--- src/rtl/alu_seq.sv ---
// alu_seq: multi-cycle sequencer in front of the 16-bit ALU (single ops, shift-by-N, multiply).
// Define ALU_SEQ_MUL_EN to build the 16x16 multiply (op 10); otherwise op 10 acts as reserved.
module alu_seq #(
    parameter int unsigned SHCNT_W = 4
) (
    input  logic        clk,
    input  logic        rst_n,
    input  logic        req_valid,
    output logic        req_ready,
    input  logic [3:0]  req_op,
    input  logic [15:0] req_a,
    input  logic [15:0] req_b,
    output logic        resp_valid,
    input  logic        resp_ready,
    output logic [15:0] resp_r,
    output logic        resp_z,
    output logic        resp_n,
    output logic        resp_c,
    output logic [2:0]  alu_func,
    output logic [15:0] alu_a,
    output logic [15:0] alu_b,
    input  logic [15:0] alu_r,
    input  logic        alu_z,
    input  logic        alu_n,
    input  logic        alu_c
);
    localparam int unsigned CNT_W = (SHCNT_W + 1 > 6) ? SHCNT_W + 1 : 6;
    localparam logic [3:0] OpShln = 4'd8;
    localparam logic [3:0] OpShrn = 4'd9;
    localparam logic [2:0] FnAdd  = 3'd0;
    localparam logic [2:0] FnShl  = 3'd3;
    localparam logic [2:0] FnShr  = 3'd4;
`ifdef ALU_SEQ_MUL_EN
    localparam logic [3:0] OpMul  = 4'd10;
`endif

    typedef enum logic [1:0] {StIdle, StExec, StDone} state_e;

    state_e             state_q, state_d;
    logic [3:0]         op_q;
    logic [15:0]        a_q, b_q;
    logic [CNT_W-1:0]   cnt_q, cnt_load;
    logic [15:0]        res_r_q;
    logic               res_z_q, res_n_q, res_c_q;
    logic               accept, last, is_alu, is_shift, kzero;
`ifdef ALU_SEQ_MUL_EN
    logic [15:0]        acc_q, mcand_q, mplier_q;
    logic               cacc_q, is_mul;

    assign is_mul = (op_q == OpMul);
`endif

    assign accept   = req_valid && req_ready;
    assign last     = (cnt_q == CNT_W'(1));
    assign is_alu   = ~op_q[3];
    assign is_shift = (op_q == OpShln) || (op_q == OpShrn);
    assign kzero    = (b_q[SHCNT_W-1:0] == '0);

    always_ff @(posedge clk or negedge rst_n) begin
        if (!rst_n) state_q <= StIdle;
        else        state_q <= state_d;
    end

    always_comb begin
        state_d = state_q;
        unique case (state_q)
            StIdle:  if (accept) state_d = StExec;
            StExec:  if (last) state_d = StDone;
            StDone:  if (resp_ready) state_d = StIdle;
            default: state_d = StIdle;
        endcase
    end

    always_comb begin
        req_ready  = (state_q == StIdle) && rst_n;
        resp_valid = (state_q == StDone);
        resp_r     = res_r_q;
        resp_z     = res_z_q;
        resp_n     = res_n_q;
        resp_c     = res_c_q;
        alu_func   = 3'd0;
        alu_a      = 16'h0;
        alu_b      = 16'h0;
        if (state_q == StExec) begin
            if (is_alu) begin
                alu_func = op_q[2:0];
                alu_a    = a_q;
                alu_b    = b_q;
            end else if (is_shift && !kzero) begin
                alu_func = op_q[0] ? FnShr : FnShl;
                alu_a    = a_q;
            end
`ifdef ALU_SEQ_MUL_EN
            else if (is_mul) begin
                // Even count = add phase, odd count = shift phase.
                if (!cnt_q[0]) begin
                    alu_func = FnAdd;
                    alu_a    = acc_q;
                    alu_b    = mcand_q;
                end else begin
                    alu_func = FnShl;
                    alu_a    = mcand_q;
                end
            end
`endif
        end
    end

    always_comb begin
        cnt_load = CNT_W'(1);
        if ((req_op == OpShln || req_op == OpShrn) && req_b[SHCNT_W-1:0] != '0) begin
            cnt_load = CNT_W'(req_b[SHCNT_W-1:0]);
        end
`ifdef ALU_SEQ_MUL_EN
        else if (req_op == OpMul) begin
            cnt_load = CNT_W'(32);
        end
`endif
    end

    always_ff @(posedge clk or negedge rst_n) begin
        if (!rst_n) begin
            op_q    <= 4'd0;
            a_q     <= 16'h0;
            b_q     <= 16'h0;
            cnt_q   <= '0;
            res_r_q <= 16'h0;
            res_z_q <= 1'b0;
            res_n_q <= 1'b0;
            res_c_q <= 1'b0;
`ifdef ALU_SEQ_MUL_EN
            acc_q    <= 16'h0;
            mcand_q  <= 16'h0;
            mplier_q <= 16'h0;
            cacc_q   <= 1'b0;
`endif
        end else if (accept) begin
            op_q  <= req_op;
            a_q   <= req_a;
            b_q   <= req_b;
            cnt_q <= cnt_load;
`ifdef ALU_SEQ_MUL_EN
            acc_q    <= 16'h0;
            mcand_q  <= req_a;
            mplier_q <= req_b;
            cacc_q   <= 1'b0;
`endif
        end else if (state_q == StExec) begin
            cnt_q <= cnt_q - CNT_W'(1);
            if (is_alu) begin
                res_r_q <= alu_r;
                res_z_q <= alu_z;
                res_n_q <= alu_n;
                res_c_q <= alu_c;
            end else if (is_shift) begin
                if (kzero) begin
                    res_r_q <= a_q;
                    res_z_q <= (a_q == 16'h0);
                    res_n_q <= a_q[15];
                    res_c_q <= 1'b0;
                end else begin
                    a_q <= alu_r;
                    if (last) begin
                        res_r_q <= alu_r;
                        res_z_q <= alu_z;
                        res_n_q <= alu_n;
                        res_c_q <= alu_c;
                    end
                end
            end
`ifdef ALU_SEQ_MUL_EN
            else if (is_mul) begin
                if (!cnt_q[0]) begin
                    if (mplier_q[0]) begin
                        acc_q  <= alu_r;
                        cacc_q <= cacc_q | alu_c;
                    end
                end else begin
                    mcand_q  <= alu_r;
                    mplier_q <= {1'b0, mplier_q[15:1]};
                end
                // Last step is a shift phase, so acc_q already holds the product.
                if (last) begin
                    res_r_q <= acc_q;
                    res_z_q <= (acc_q == 16'h0);
                    res_n_q <= acc_q[15];
                    res_c_q <= cacc_q;
                end
            end
`endif
            else begin
                res_r_q <= 16'h0;
                res_z_q <= 1'b1;
                res_n_q <= 1'b0;
                res_c_q <= 1'b0;
            end
        end
    end
endmodule
--- config.mk ---
export PLATFORM = sky130hd
export DESIGN_NAME = alu_seq
export DESIGN_NICKNAME = d
export VERILOG_FILES = /design/src/rtl/alu_seq.sv
export SDC_FILE = /design/constraint.sdc
export NUM_CORES = 1
export LEC_CHECK = 0
export ABC_AREA = 0
export BUFFER_PORTS_ARGS = -buffer_cell sky130_fd_sc_hd__buf_2
export CAP_MARGIN = 10
export CORE_MARGIN = 3
export CORE_UTILIZATION = 50
export CTS_CLUSTER_DIAMETER = 40
export DETAILED_ROUTE_END_ITERATION = 10
export PLACE_DENSITY = 0.8
export SETUP_SLACK_MARGIN = 0.15
export SYNTH_ARGS = -nofsm -noshare
export SYNTH_HDL_FRONTEND = slang
export SYNTH_SLANG_ARGS = --single-unit
--- constraint.sdc ---
create_clock -name clk -period 2.01 [get_ports clk]
set_input_delay 0.201 -clock clk [delete_from_list [all_inputs] [get_ports clk]]
set_output_delay 0.201 -clock clk [all_outputs]
set_load 0.03 [all_outputs]
==> flow_summary.yaml <==
die:
  start_util: 0.533
  core_area_um2: 6130
  io_pins: 115
  die_w_um: 86.8
  rows: 28
  die-area_um2: 7540
  fp.dieH_um: 86.8
power_and_ir_drop:
  seqPwrFrac: 0.285
  p_sw_frac: 0.450
  p_leak_nw: 2.25
  switchingPower_w: 0.00392
  internal_power_w: 0.00478
  power.ir.vdd_worst_mv: 1.13
  power_frac_clock: 0.107
  combPwrFrac: 0.609
  powerDensity_nw_per_um2: 1880
synth:
  postSynthCellCount: 291
  synth-edff-count: 0
  async_flop_share: 1.00
  synth_ff_type: "dfrtp_1"
  synth_nets: 352
  ys_warn_count: 0
  synth-seq-cells: 63
  synth-seq-area-share: 0.482
  synth.avg_cell_area_um2: 11.2
  netlist_area_um2: 3270
  synth.distinct_cells: 48
placement:
  gp_congestion: 0.796
  port_buffers: 114
  post_dp_cell_area_um2: 4010
  dp_hpwl_um: 6130
job:
  max_cap_violations: 0
setup_path:
  required_ns: 1.81
  cp-end-kind: "output port"
  max_stage_delay_ns: 0.56
  r2r_start: "b_q[1]"
  cp_slowest_cell: "or4_4"
  crit_chain: "or4_4, a32oi_2, nor2_1, buf_4"
  crit_start: "b_q[1]"
  worstPathArrival_ns: 1.81
  path_class: "flop to output port"
  cp-start-kind: "flop"
  crit_fanout: 3
timing:
  period_share: 1.00
  finalSetupViolations: 1
  finalClockSkew_ns: 0.00399
  period_minus_slack_ns: 2.02
  timing_worst_slew_pin_value_ns: 0.785
  worst_slack_ns: -0.00573
  fmax_ghz: 0.496
  rsz0062_at_grt: "true"
  slew_violations: 0
  setup_tns_ns: -0.00573
  hold_viol: 0
  slew_headroom: 0.477
  whs_ns: 0.0924
clocking:
  cts_tree: "yes"
  cts_inserted_buffers: 9
  clock_latency_ns: 0.34
  cts_root_buffer: "clkbuf_8"
  h-tree-depth: 3
  cts.path.max_buffers: 2
  hold_buffers: 0
  cts_sinks: 63
  cts.clk_slew.worst_paths_ns: 0.07
drt:
  drc_errors: 0
  num_vias: 2981
  viasPerCell: 5.93
  drt-pass1-iter-count: 4
  drt_iter0_markers: 247
  wl_per_cell_um: 19.5
  antenna_left: 0
  drt-total-wl_um: 9820
final_layout:
  n_fill_cell: 404
  drive_above_1_share: 0.540
  fin_nets: 485
  diodes: 0
  area_growth_syn_to_layout_pct: 41.8
  finalInstanceArea_um2: 4630
worst_hold_path:
  min_from: "req_b[13]"
  hold_path.class: "primary input to flop"
grt:
  antenna_found_initial: 0
  grt_max_degree: 64
  grt_pass1_vias: 3013
  grtUsageTotal: 0.255
  grt_first_pass_wirelength_um: 14800
  overflow: 0
run_status:
  status: "complete, but fails checks"
  violations: "negative setup slack"
-- cell type report --
| type | instances | area (um2) | share of cell area |
|---|---|---|---|
| clock buffers | 9 | 124 | 0.0267 |
| clock inverters | 6 | 38.8 | 0.00837 |
| inverters | 3 | 15.0 | 0.00324 |
| multi-input cells | 203 | 1760 | 0.380 |
| flip-flops and latches | 63 | 1580 | 0.341 |
| well taps | 75 | 93.8 | 0.0203 |
| repair buffers | 144 | 1020 | 0.220 |
-- critical path, delay by kind of cell (launching register included) --
| kind | cells | cell delay, ns |
|---|---|---|
| DFF | 1 | 0.42 |
| buffers and inverters | 1 | 0.17 |
| AOI/OAI and AO/OA | 1 | 0.24 |
| and+or+nand+nor | 2 | 0.64 |
-- worst paths after layout --
check                                   end  slack, ns  cells after the start
worst max-delay path            alu_func[2]     -0.006                      4
worst min-delay path                b_q[13]       0.09                      2
worst max register to register    resp_r[4]       0.02                      6
worst min register to register       b_q[4]       0.50                      1
max in group asynchronous            b_q[0]       1.35                      2
min in group asynchronous            resp_z       0.11                      2
-- metrics by stage --
step                      setup slack, ns  instances  utilization  power [W]
after detailed placement            0.184        471        0.654    0.00666
after floorplan                     0.165        291            -    0.00541
after global routing              -0.0673        503        0.756    0.00916
after CTS                          0.0205        497        0.723    0.00816
final                            -0.00573        503        0.756    0.00870
after global placement              0.248        471        0.654    0.00651
-- routing by layer --
layer,wire (um),track usage
met1,3960,0.328
met2,4790,0.400
met3,777,0.0827
met4,296,0.0949
met5,0,0
-- Yosys cell counts (all sizes together), types with 2 or more instances --
master,number,share of area
and3,32,0.061
dfrtp,63,0.48
a21oi,3,0.0046
buf,11,0.022
clkbuf,11,0.013
inv,3,0.0034
o21ai,22,0.035
nor4b,2,0.0054
a32oi,2,0.0054
nand2b,4,0.0077
or2,2,0.0038
mux2i,16,0.049
nand3,2,0.0031
xnor2,2,0.0054
a31oi,3,0.0077
nor2b,2,0.0038
nor2,7,0.0080
nor3b,3,0.0084
nor4,6,0.011
mux2,36,0.13
nor3,4,0.0096
a22o,17,0.046
ha,2,0.0077
nand2,22,0.028
or4,3,0.0080
-- logic make-up after synthesis --
| group | Yosys count | synth area share |
|---|---|---|
| fa+ha+maj | 2 | 0.00766 |
| mux | 52 | 0.182 |
| compound gates | 56 | 0.121 |
| xor+xnor | 2 | 0.00536 |
| simple gates | 91 | 0.163 |
| flops | 63 | 0.482 |
| buf+inv | 25 | 0.0379 |
-- state kept, by name, summed over array words and instances (netlist names) --
| register | cells |
|---|---|
| b_q | 16 |
| resp_r | 16 |
| state_q | 2 |
| resp_c | 1 |
| a_q | 16 |
| op_q | 4 |
| resp_n | 1 |
| resp_z | 1 |
| cnt_q | 6 |
-- power by group through the flow --
stage	Sequential, W	Combinational, W	Clock, W
detailed placement	0.00241	0.00425	0
CTS	0.00240	0.00481	0.000944
global placement	0.00236	0.00414	0
finish	0.00248	0.00529	0.000928
global route	0.00255	0.00562	0.000994
floorplan	0.00263	0.00278	0
-- timing repair --
| action | CTS | global route |
|---|---|---|
| endpoints found under the setup margin | 35 | 73 |
| buffers inserted | 10 | 5 |
| gates cloned | 1 | 1 |
| resized for setup | 43 | 31 |
| pin swaps | 2 | 9 |
-- cell usage in the layout (no fill, tap or decap), types with 3 or more instances in the layout --
cell and count:
buf_2 95, dfrtp_1 59, mux2_2 26, buf_4 23
nand2_1 20, buf_6 19, o21ai_0 18, a22o_1 17
and3_4 16, and3_1 16, mux2i_1 16, clkbuf_8 9
mux2_4 8, nor2_1 7, nor4_1 5, buf_12 5
nand2b_1 4, dfrtp_2 4, clkinvlp_4 3, nor3_1 3
clkinv_2 3
Note: power is estimated with default switching activity, not from simulation.
